$ cat src/rtl/crc8_frame_sequencer.sv
// Frame sequencer around an external two-cycle CRC-8 engine: forwards input bytes,
// then appends the CRC (generate mode) or reports a zero-residue check (check mode).
module crc8_frame_sequencer #(
    parameter int LEN_WIDTH = 8,
    parameter int MAX_LEN   = 255
) (
    input  logic                 clock,
    input  logic                 reset,
    input  logic                 mode,
    input  logic [7:0]           in_data,
    input  logic                 in_valid,
    input  logic                 in_last,
    output logic                 in_ready,
    output logic [7:0]           out_data,
    output logic                 out_valid,
    output logic                 out_last,
    input  logic                 out_ready,
    output logic [7:0]           crc_data,
    output logic                 crc_calculate,
    output logic                 crc_clear,
    input  logic [7:0]           crc_value,
    output logic                 frame_done,
    output logic                 crc_ok,
    output logic                 len_err,
    output logic [LEN_WIDTH-1:0] frame_len
);

    typedef enum logic [2:0] {
        CLR      = 3'd0,
        CLR_WAIT = 3'd1,
        WAIT_IN  = 3'd2,
        CALC     = 3'd3,
        BUSY     = 3'd4,
        EMIT     = 3'd5,
        APPEND   = 3'd6,
        STATUS   = 3'd7
    } state_e;

    localparam logic [LEN_WIDTH-1:0] MAX_LEN_C = LEN_WIDTH'(MAX_LEN);
    localparam logic [LEN_WIDTH-1:0] ONE_C     = LEN_WIDTH'(1);
    localparam logic [LEN_WIDTH-1:0] ZERO_C    = {LEN_WIDTH{1'b0}};

    state_e               state_q, state_d;
    logic [7:0]           data_q, data_d;
    logic [LEN_WIDTH-1:0] cnt_q, cnt_d;
    logic                 mode_q, mode_d;
    logic                 last_q, last_d;
    logic                 len_err_next_q, len_err_next_d;
    logic                 crc_ok_q, crc_ok_d;
    logic                 len_err_q, len_err_d;
    logic [LEN_WIDTH-1:0] frame_len_q, frame_len_d;
    logic [LEN_WIDTH-1:0] cnt_inc_s;
    logic                 at_max_s;
    logic                 enter_status_s;

    // Next-state logic; frame results are captured on entry to STATUS so they
    // are already valid while frame_done is high.
    always_comb begin
        state_d        = state_q;
        data_d         = data_q;
        cnt_d          = cnt_q;
        mode_d         = mode_q;
        last_d         = last_q;
        len_err_next_d = len_err_next_q;
        enter_status_s = 1'b0;
        cnt_inc_s      = cnt_q + ONE_C;
        at_max_s       = (cnt_inc_s == MAX_LEN_C);

        case (state_q)
            CLR:      state_d = CLR_WAIT;
            CLR_WAIT: state_d = WAIT_IN;
            WAIT_IN: begin
                if (in_valid) begin
                    data_d         = in_data;
                    cnt_d          = cnt_inc_s;
                    last_d         = in_last | at_max_s;
                    len_err_next_d = ~in_last & at_max_s;
                    state_d        = CALC;
                    if (cnt_q == ZERO_C) begin
                        mode_d = mode;
                    end else begin
                        mode_d = mode_q;
                    end
                end else begin
                    state_d = WAIT_IN;
                end
            end
            CALC:     state_d = BUSY;
            BUSY:     state_d = EMIT;
            EMIT: begin
                if (out_ready) begin
                    if (!last_q) begin
                        state_d = WAIT_IN;
                    end else if (!mode_q) begin
                        state_d = APPEND;
                    end else begin
                        state_d        = STATUS;
                        enter_status_s = 1'b1;
                    end
                end else begin
                    state_d = EMIT;
                end
            end
            APPEND: begin
                if (out_ready) begin
                    state_d        = STATUS;
                    enter_status_s = 1'b1;
                end else begin
                    state_d = APPEND;
                end
            end
            STATUS: begin
                cnt_d   = ZERO_C;
                state_d = CLR;
            end
            default:  state_d = CLR;
        endcase

        if (enter_status_s) begin
            crc_ok_d    = mode_q ? (crc_value == 8'h00) : 1'b1;
            len_err_d   = len_err_next_q;
            frame_len_d = cnt_q;
        end else begin
            crc_ok_d    = crc_ok_q;
            len_err_d   = len_err_q;
            frame_len_d = frame_len_q;
        end
    end

    // State and datapath registers with synchronous active-low reset.
    always_ff @(posedge clock) begin
        if (!reset) begin
            state_q        <= CLR;
            data_q         <= 8'h00;
            cnt_q          <= ZERO_C;
            mode_q         <= 1'b0;
            last_q         <= 1'b0;
            len_err_next_q <= 1'b0;
            crc_ok_q       <= 1'b0;
            len_err_q      <= 1'b0;
            frame_len_q    <= ZERO_C;
        end else begin
            state_q        <= state_d;
            data_q         <= data_d;
            cnt_q          <= cnt_d;
            mode_q         <= mode_d;
            last_q         <= last_d;
            len_err_next_q <= len_err_next_d;
            crc_ok_q       <= crc_ok_d;
            len_err_q      <= len_err_d;
            frame_len_q    <= frame_len_d;
        end
    end

    // Output decode from the registered state.
    always_comb begin
        in_ready      = 1'b0;
        out_valid     = 1'b0;
        out_last      = 1'b0;
        out_data      = 8'h00;
        crc_calculate = 1'b0;
        crc_clear     = 1'b0;
        frame_done    = 1'b0;
        case (state_q)
            CLR:     crc_clear = 1'b1;
            WAIT_IN: in_ready = 1'b1;
            CALC:    crc_calculate = 1'b1;
            EMIT: begin
                out_valid = 1'b1;
                out_data  = data_q;
                out_last  = last_q & mode_q;
            end
            APPEND: begin
                out_valid = 1'b1;
                out_data  = crc_value;
                out_last  = 1'b1;
            end
            STATUS:  frame_done = 1'b1;
            default: in_ready = 1'b0;
        endcase
    end

    assign crc_data  = data_q;
    assign crc_ok    = crc_ok_q;
    assign len_err   = len_err_q;
    assign frame_len = frame_len_q;

endmodule

$ cat config.mk
export PLATFORM = sky130hd
export DESIGN_NAME = crc8_frame_sequencer
export DESIGN_NICKNAME = d
export VERILOG_FILES = /design/src/rtl/crc8_frame_sequencer.sv
export SDC_FILE = /design/constraint.sdc
export NUM_CORES = 1
export LEC_CHECK = 0
export CORE_MARGIN = 4
export CORE_UTILIZATION = 49
export DETAILED_ROUTE_END_ITERATION = 8
export PLACE_DENSITY = 0.84
export SYNTH_ARGS = -nofsm -noshare
export SYNTH_HDL_FRONTEND = slang
export SYNTH_SLANG_ARGS = --single-unit
$ cat constraint.sdc
create_clock -name clock -period 4.09 [get_ports clock]
set_input_delay 0.818 -clock clock [delete_from_list [all_inputs] [get_ports clock]]
set_output_delay 0.818 -clock clock [all_outputs]
set_load 0.02 [all_outputs]
Yosys cells after proc, flatten, opt, wreduce, memory -nomap -nowiden
Index checks and enable logic that the tools add are counted.
{ "totals": {"elab_cells": 52, "inputBits": 22, "out_inout_bits": 32, "register_bits": 32} }
{ "classes": {"mux": 21, "n_eq_ne": 9, "reduce_logical": 8, "n_bitwise": 4, "addsub": 1} }
{ "ops": {"columns": ["operator", "count"], "rows": [
  ["one-hot mux 8 bit (2 select lines)", 2],
  ["one-hot mux 3 bit (8 select lines)", 1],
  ["logical NOT 8 bit", 2],
  ["two-way mux 1 bit", 13],
  ["== test 3 bit (second input constant)", 4],
  ["adder 8 x 1 -> 8 bit (second input constant)", 1],
  ["== test 8 bit (second input constant)", 1],
  ["two-way mux 8 bit", 1],
  ["== test 3 x 2 -> 1 bit (second input constant)", 2],
  ["two-way mux 3 bit", 2],
  ["one-hot mux 1 bit (2 select lines)", 2],
  ["AND reduction 2 bit", 2],
  ["== test 3 x 1 -> 1 bit (second input constant)", 1],
  ["logical NOT 3 bit", 1],
  ["AND reduction 3 bit", 1],
  ["bitwise AND 1 bit", 2],
  ["!= test 2 bit (second input constant)", 1],
  ["nonzero test 2 bit", 1],
  ["OR reduction 2 bit", 1],
  ["inverter 1 bit", 1],
  ["OR 1 bit", 1]
]} }

Depth between registers and ports, before layout
Gate-level depths: netlist of the first run.
{ "logic_depth": {"word_depth": 4, "ltp_mapped": 7, "depth_no_buf": 6} }

Worst setup path before layout of the first run
Ideal clock, no wire load.
{ "synth_path": {"path_type": "register to output", "start": "register state_q[1]", "end": "output out_data[0]", "path_buffers": 2, "path_stages_with_launch": 6, "required_ns": 3.272, "setup_slack_ns": 1.896, "t_arrival_ns": 1.376, "cell_sequence": "dfxtp_1 > buf_4 > nor2b_1 > clkbuf_1 > a22oi_1 > nor2b_1"} }
{ "synth_between": {"elab_chain_len": 2, "elab_cells_between_ends": 3, "cone_classes": "2 x eq/ne; 1 x mux"} }
{ "synth_lines": {"columns": ["item", "line", "source"], "rows": [
  ["start, declared", "43", "state_e state_q, state_d;"],
  ["start signal, assigned", "143", "state_q <= state_d;"],
  ["== test 3 bit", "164", "case (state_q)"],
  ["one-hot mux 8 bit (2 select lines) (*)", "164", null],
  ["end, declared", "14", "output logic [7:0] out_data,"]
]} }
Mark *: on every way between the ends. The rest lies on a longest branch, timed or not.

Worst setup path in the final report of the first run
{ "layout_path": {"start": "register state_q[1]", "end": "output out_data[3]"} }
The elaborated chain is that of the path after synthesis.

==> results_dict.tcl, run 1 <==
set metrics [dict create \
    grt_pass1_vias 1488 \
    die_x_um 66.7 \
    rsz0062_at_grt "no" \
    syn_area_um2 1690 \
    via_per_inst 5.35 \
    netlist_top_cells_area "dfxtp_1 (38%), a21oi_1 (7.7%), nand2_1 (7.1%)" \
    layout_common_cells "clkdlybuf4s50_1 (53), nand2_1 (32), dfxtp_1 (32), a21oi_1 (26), nor2_1 (22)" \
    cp_max_fo 12 \
    clock-sinks 32 \
    post_cts.repair.setup_buffers 0 \
    synth_xor_xnor_area_share_pct 2.52 \
    synth.yosys.seq_area_share_pct 38.0 \
    syn_nets 237 \
    yosysTopAreaCell "dfxtp_1" \
    crit_arrival_ps 2470 \
    worstHoldPathCells 2 \
    reg2reg_slack_ps 1940 \
    ctsHoldBuffers 0 \
    syn_to_final_growth_pct 33.9 \
    synth_top_area_share_pct 38.0 \
    hold_viol 0 \
    start_kind "flop" \
    finalMaxSlewViolations 0 \
    numCtsBuffers 5 \
    critPathRequiredTime_ps 3270 \
    first_iter_violations 123 \
    p_sw_share_pct 26.8 \
    min_period_over_period_pct 80.5 \
    slew_headroom_pct 47.4 \
    ys_warn_count 0 \
    outcome "complete, no violations" \
    fp.dieH_um 66.7 \
    htreeDepth 2 \
    setup_viol 0 \
    synth_fa_ha_area_share_pct 2.22 \
    fp.dieArea_um2 4450 \
    cts_buffer_depth 2 \
    p_switching_uw 167 \
    hp-start "len_err_next_q" \
    r2r_cells 5 \
    critPathCaptureType "output pin" \
    portBuffers 53 \
    drt_wl_total_um 4130 \
    period_needed_ps 3290 \
    layout_commonest_cell "clkdlybuf4s50_1" \
    ys_seq_elements 32 \
    tightest_slew_ps 787 \
    vias 1633 \
    dp_slack_ps 1090 \
    cts-root-buf "clkbuf_4" \
    dp_hpwl_um 3030 \
    max_freq_mhz 304 \
    yosys_most_used_dff "dfxtp_1" \
    insertedDiodeCount 0 \
    rows 21 \
    postCtsResizedCells 0 \
    nets 283 \
    grt_start_max_net_pins 27 \
    worst-setup-path-type "reg2out" \
    whs_endpoint "len_err_next_q" \
    drive_gt1_share_pct 6.18 \
    fin_skew_ps 1.71 \
    p_leak_nw 0.811 \
    r2r_end "crc_ok" \
    overflow 0 \
    syn_avg_cell_area_um2 7.96 \
    synth_compound_area_share_pct 17.9 \
    wl_per_cell_um 13.5 \
    grt_usage_pct 20.2 \
    comb_power_share_pct 16.9 \
    maxCapViolCount 0 \
    r2r-start "state_q[1]" \
    grt_first_pass_wirelength_um 6910 \
    path_clk_slew_ps 90 \
    hold_class "reg2reg" \
    firstDrtPassIters 4 \
    synth_mux_area_share_pct 4.74 \
    synth_cell_types 42 \
    irDropWorstVdd_mv 0.220 \
    drc 0 \
    netlist_instances 212 \
    place_congestion 0.816 \
    p_clk_share_pct 29.3 \
    tritoncts "done" \
    seq_power_share_pct 53.8 \
    setup_tns_ps 0 \
    antenna_found_initial 0 \
    synth-simple-area-share_pct 28.4 \
    power_density_nw_per_um2 276 \
    synth_top_family_by_area "simple AND/OR/NAND/NOR gates" \
    synth_edf_count 0 \
    io_pins 54 \
    internal-power_uw 457 \
    setup_ws_ps 799 \
    initial_core_util_pct 50.6 \
    ant_nets 0 \
    core_area_um2 3340 \
    clkLatencyLatePin_ps 330 \
    ys_async_sr_fraction_pct 0 \
]
-- logic make-up (layout without fill, tap and decap cells) --
| logic type | Yosys count | in the layout |
|---|---|---|
| AND/OR/NAND/NOR | 94 | 94 |
| AO/OA/AOI/OAI | 50 | 50 |
| flip-flops | 32 | 32 |
| buffers and inverters | 21 | 68 |
| multiplexers | 8 | 8 |
| XOR/XNOR | 4 | 4 |
| adder cells (fa/ha/maj) | 3 | 3 |
-- stage by stage --
stage               hold WS (ps)  power, mW  cell area (µm²)  utilization [%]  cells
floorplan                    436      0.401             1690                -    212
global placement             454      0.446             2200             66.0    297
detailed placement           455      0.448             2200             66.0    297
CTS                          468      0.630             2260             67.7    305
global route                 508      0.659             2260             67.7    305
finish                       464      0.624             2260             67.7    305
-- registers in the layout, indices dropped and copies added (netlist names) --
name,cells
len_err,1
cnt_q,8
frame_len,8
last_q,1
state_q,3
mode_q,1
len_err_next_q,1
crc_ok,1
crc_data,8
-- critical path, cell delays in order, from the launching register on --
cell and delay, ps:
dfxtp_1 510, nor2b_1 690, a22oi_1 160, nor2b_1 160
clkdlybuf4s50_1 610
-- routing by layer --
metal	part of all wire, %	vias up	track usage, %
met1	45	751	25.4
met2	44	54	31.9
met3	9.3	8	6.75
li1	-	820	-
met4	1.4	0	7.36
met5	0	-	0
-- synth_stat cells (2+ instances only) --
cell and count:
dfxtp_1 32, nand2_1 32, a21oi_1 26, nor2_1 22
nor2b_1 10, a22oi_1 8, mux2i_1 8, clkbuf_1 7
nand3_1 7, o21ai_0 6, inv_1 5, buf_4 4
and2_1 3, buf_2 3, ha_1 3, nor3_1 3
xor2_1 3, nand2b_1 2, nor4_1 2, o21a_1 2
o21ai_1 2, or3_2 2
-- worst max path at each step --
stage                 startpoint  slack (ps)  cells past startpoint          end
floorplan             state_q[1]        1900                      5  out_data[0]
global route          state_q[1]         570                      4  out_data[6]
detailed placement  crc_value[6]        1090                      4  out_data[6]
global placement    crc_value[1]        1140                      4  out_data[1]
finish                state_q[1]         800                      4  out_data[3]
CTS                   state_q[1]         810                      4  out_data[6]
-- power by group through the flow --
stage / logic [mW] / clock network, mW / registers (mW)
final: 0.106 / 0.183 / 0.336
after global routing: 0.116 / 0.205 / 0.338
after CTS: 0.106 / 0.189 / 0.335
after detailed placement: 0.105 / 0 / 0.343
after global placement: 0.104 / 0 / 0.342
after floorplan: 0.0650 / 0 / 0.336
-- final cells by class --
cell class	instances	area, µm²
fill	284	1080
multi-input combinational	159	942
sequential	32	641
timing repair buffer	54	538
clock buffer	8	58.8
tap	46	57.6
inverter	6	22.5
Power figures use the tool's default switching activity.
==> inputs of run 2 (changes only) <==
Settings changed: CORE_UTILIZATION 49 to 41, PLACE_DENSITY 0.84 to 0.75.
Clock period 4.09 ns to 2.8 ns, I/O delays scaled along.
==> results_dict.tcl, run 2 (synthesis results as in run 1) <==
set metrics [dict create \
    hold_class "reg2reg" \
    cpMostUsedCell "nor2b_1" \
    layout_common_cells "clkdlybuf4s50_1 (53), nand2_1 (32), dfxtp_1 (32), a21oi_1 (26), nor2_1 (22)" \
    fp.dieArea_um2 5210 \
    tritoncts "done" \
    cts_buffer_depth 2 \
    r2r_end "last_q" \
    irDropWorstVdd_mv 0.296 \
    grt_pass1_vias 1471 \
    hp-start "len_err_next_q" \
    drc 0 \
    cp_max_fo 11 \
    setup_viol 0 \
    ctsHoldBuffers 0 \
    critPathCaptureType "output pin" \
    critPathRequiredTime_ps 2240 \
    p_clk_share_pct 35.3 \
    tightest_slew_ps 748 \
    numCtsBuffers 5 \
    dp.cells 306 \
    min_period_over_period_pct 93.2 \
    power_density_nw_per_um2 433 \
    first_iter_violations 84 \
    portBuffers 53 \
    grt_start_max_net_pins 21 \
    place_congestion 0.857 \
    period_needed_ps 2610 \
    outcome "complete, no violations" \
    vias 1618 \
    reg2reg_slack_ps 940 \
    postCtsResizedCells 0 \
    whs_endpoint "len_err_next_q" \
    crit_arrival_ps 2050 \
    slew_headroom_pct 50.0 \
    overflow 0 \
    path_clk_slew_ps 60 \
    rsz0062_at_grt "no" \
    htreeDepth 2 \
    fin_skew_ps 4.47 \
    wl_per_cell_um 13.1 \
    p_leak_nw 0.849 \
    r2r-start "cnt_q[1]" \
    nets 288 \
    grt_usage_pct 16.9 \
    comb_power_share_pct 16.0 \
    nFillCells 381 \
    clock-sinks 32 \
    post_cts.repair.setup_buffers 0 \
    postLayoutCellArea_um2 2330 \
    syn_to_final_growth_pct 38.3 \
    path_cells "nor2b_1 > buf_4 > a22oi_1 > nor2b_1 > clkdlybuf4s50_1" \
    antenna_found_initial 0 \
    cp_slowest_stage_delay_ps 620 \
    die_x_um 72.2 \
    p_sw_share_pct 25.7 \
    hold_viol 0 \
    dp_hpwl_um 3090 \
    firstDrtPassIters 4 \
    initial_core_util_pct 42.2 \
    max_freq_mhz 383 \
    maxCapViolCount 0 \
    seq_power_share_pct 48.6 \
    io_pins 54 \
    setup_tns_ps 0 \
    ant_nets 0 \
    dp_slack_ps 387 \
    multi_input_area_um2 942 \
    power_mw 1.01 \
    layout_commonest_cell "clkdlybuf4s50_1" \
    fp.dieH_um 72.2 \
    stdcell_count 314 \
    finalMaxSlewViolations 0 \
    p_switching_uw 259 \
    drt_wl_total_um 4130 \
    cp_slowest_cell "clkdlybuf4s50_1" \
    setup_ws_ps 189 \
    ff_latch_area_um2 641 \
    rows 23 \
    insertedDiodeCount 0 \
    internal-power_uw 751 \
    placedInstanceArea_um2 2240 \
    cts-root-buf "clkbuf_8" \
    core_area_um2 4000 \
    worstHoldPathCells 2 \
    r2r_cells 6 \
    via_per_inst 5.15 \
    start_kind "flop" \
    drive_gt1_share_pct 7.95 \
    clkLatencyLatePin_ps 280 \
    grt_first_pass_wirelength_um 6890 \
    worst-setup-path-type "reg2out" \
]
[run 2: layout make-up]
class / count / share of cell area, %
multi-input combinational: 159 / 40.4
sequential: 32 / 27.5
timing repair buffer: 59 / 24.7
clock buffer: 8 / 3.86
tap: 50 / 2.68
inverter: 6 / 0.965
[run 2: power by group through the flow]
stage / Sequential (mW) / Clock, mW / Combinational [mW]
after detailed placement: 0.501 / 0 / 0.162
after CTS: 0.491 / 0.368 / 0.163
after global placement: 0.500 / 0 / 0.161
after global routing: 0.494 / 0.389 / 0.179
final: 0.491 / 0.357 / 0.162
after floorplan: 0.491 / 0 / 0.0949
[run 2: how the worst max path moves through the flow]
stage / slack, ps / to / startpoint
after global routing: 50 / out_data[1] / state_q[1]
after detailed placement: 390 / out_data[1] / crc_value[1]
after floorplan: 860 / out_data[0] / state_q[1]
final: 190 / out_data[1] / state_q[1]
after global placement: 400 / out_data[0] / crc_value[0]
after CTS: 190 / out_data[0] / state_q[1]
[run 2: metrics by stage]
stage / hold slack, ps / utilization (%)
after floorplan: 436 / -
after global routing: 493 / 58.3
after global placement: 452 / 56.1
final: 460 / 58.3
after CTS: 463 / 58.3
after detailed placement: 455 / 56.1
[run 2: critical path, delay by kind of cell, from the launching register on]
kind | cells | cell delay (ps)
AOI/OAI and AO/OA | 1 | 80
buffers and inverters | 2 | 830
DFF | 1 | 510
and+or+nand+nor | 2 | 360
[run 2: layer usage]
metal,vias up,routed length [µm],GRT usage [%]
li1,824,-,-
met1,753,1940,22.6
met2,36,1860,26.0
met3,5,269,5.26
met4,0,53,5.01
met5,-,0,0
==> inputs of run 3 (changes only) <==
Settings changed: CORE_UTILIZATION 41 to 50, DONT_BUFFER_PORTS from default to 1, PLACE_DENSITY 0.75 to 0.78.
==> results_dict.tcl, run 3 (synthesis results as in run 1) <==
set metrics [dict create \
    postCtsResizedCells 0 \
    fp.dieH_um 66.1 \
    io_pins 54 \
    critPathCaptureType "output pin" \
    firstDrtPassIters 4 \
    grt_usage_pct 17.5 \
    r2r_end "mode_q" \
    placedInstanceArea_um2 1690 \
    rows 20 \
    max_freq_mhz 390 \
    wl_per_cell_um 14.5 \
    core_area_um2 3150 \
    fin_util_pct 55.6 \
    grt_pass1_vias 1310 \
    drive_gt1_share_pct 10.0 \
    nets 233 \
    irDropWorstVdd_mv 0.288 \
    stdcell_count 253 \
    overflow 0 \
    cts_buffer_depth 2 \
    setup_ws_ps 234 \
    fp.dieArea_um2 4370 \
    portBuffers 0 \
    clock-sinks 32 \
    initial_core_util_pct 53.5 \
    clkLatencyLatePin_ps 330 \
    p_leak_nw 0.641 \
    nFillCells 337 \
    r2r-start "state_q[2]" \
    place_congestion 0.827 \
    postLayoutCellArea_um2 1750 \
    setup_viol 0 \
    min_period_over_period_pct 91.6 \
    drc 0 \
    hold_class "in2reg" \
    p_clk_share_pct 31.0 \
    cp_max_fo 12 \
    cts-root-buf "clkbuf_4" \
    layout_common_cells "nand2_1 (32), dfxtp_1 (32), a21oi_1 (26), nor2_1 (22), nor2b_1 (10)" \
    power_uw 859 \
    insertedDiodeCount 0 \
    worst-setup-path-type "reg2out" \
    grt_first_pass_wirelength_um 5910 \
    vias 1398 \
    hp-start "out_ready" \
    dp_hpwl_um 2680 \
    numCtsBuffers 5 \
    worstHoldPathCells 1 \
    ctsHoldBuffers 0 \
    first_iter_violations 63 \
    tightest_slew_ps 737 \
    outcome "complete, no violations" \
    crit_arrival_ps 2010 \
    tritoncts "done" \
    dp.cells 245 \
    finalMaxSlewViolations 0 \
    die_x_um 66.1 \
    syn_to_final_growth_pct 3.78 \
    ff_latch_area_um2 641 \
    p_switching_uw 237 \
    p_sw_share_pct 27.6 \
    internal-power_uw 622 \
    seq_power_share_pct 57.8 \
    htreeDepth 2 \
    power_density_nw_per_um2 490 \
    post_cts.repair.setup_buffers 0 \
    hold_viol 0 \
    start_kind "flop" \
    setup_tns_ps 0 \
    rsz0062_at_grt "no" \
    path_clk_slew_ps 100 \
    reg2reg_slack_ps 900 \
    antenna_found_initial 0 \
    period_needed_ps 2570 \
    ant_nets 0 \
    grt_start_max_net_pins 21 \
    comb_power_share_pct 11.2 \
    multi_input_area_um2 942 \
    drt_wl_total_um 3670 \
    maxCapViolCount 0 \
    slew_headroom_pct 50.7 \
    r2r_cells 6 \
    fin_skew_ps 8.71 \
    dp_slack_ps 621 \
    whs_endpoint "state_q[0]" \
    via_per_inst 5.53 \
    hold-worst-slack_ps 345 \
    critPathRequiredTime_ps 2240 \
]
==> run 3: changes by cell type in the layout (fill, tap and decap cells not counted) <==
cell / delta
clkdlybuf4s50_1: -53
clkbuf_4: +5
clkbuf_8: -5
buf_4: -2
clkbuf_1: -2
clkinv_2: +2
==> run 3: power by group through the flow <==
stage / combinational [mW] / clock, mW / sequential [mW]
3_5_place_dp: 0.0957 / 0 / 0.507
4_1_cts: 0.0964 / 0.281 / 0.496
2_1_floorplan: 0.0949 / 0 / 0.491
6_report: 0.0966 / 0.266 / 0.496
3_3_place_gp: 0.0946 / 0 / 0.505
5_1_grt: 0.108 / 0.302 / 0.500
==> run 3: how the worst max path moves through the flow <==
stage / from / endpoint / cells after the start
final: state_q[0] / out_data[1] / 3
after global routing: state_q[0] / out_data[2] / 3
after CTS: state_q[0] / out_data[0] / 3
after detailed placement: state_q[0] / out_data[0] / 3
after global placement: state_q[0] / out_data[2] / 3
after floorplan: state_q[1] / out_data[0] / 5
==> run 3: metal layers <==
metal / GRT usage, % / part of all wire [%] / vias to the layer above
met5: 0 / 0 / -
met4: 6.09 / 1.1 / 0
met3: 6.29 / 9.0 / 4
met2: 28.4 / 45 / 45
met1: 21.1 / 45 / 629
li1: - / - / 720
==> run 3: layout make-up <==
type / instances / share of cell area [%]
multi-input cells: 159 / 53.8
flip-flops and latches: 32 / 36.6
well taps: 44 / 3.14
clock buffers: 6 / 2.93
repair buffers: 4 / 1.71
inverters: 6 / 1.29
clock inverters: 2 / 0.571
==> run 3: critical path: stages (launching register included) <==
cell and delay [ps]:
dfxtp_1 550, nor2b_1 560, a22oi_1 190, nor2b_1 360
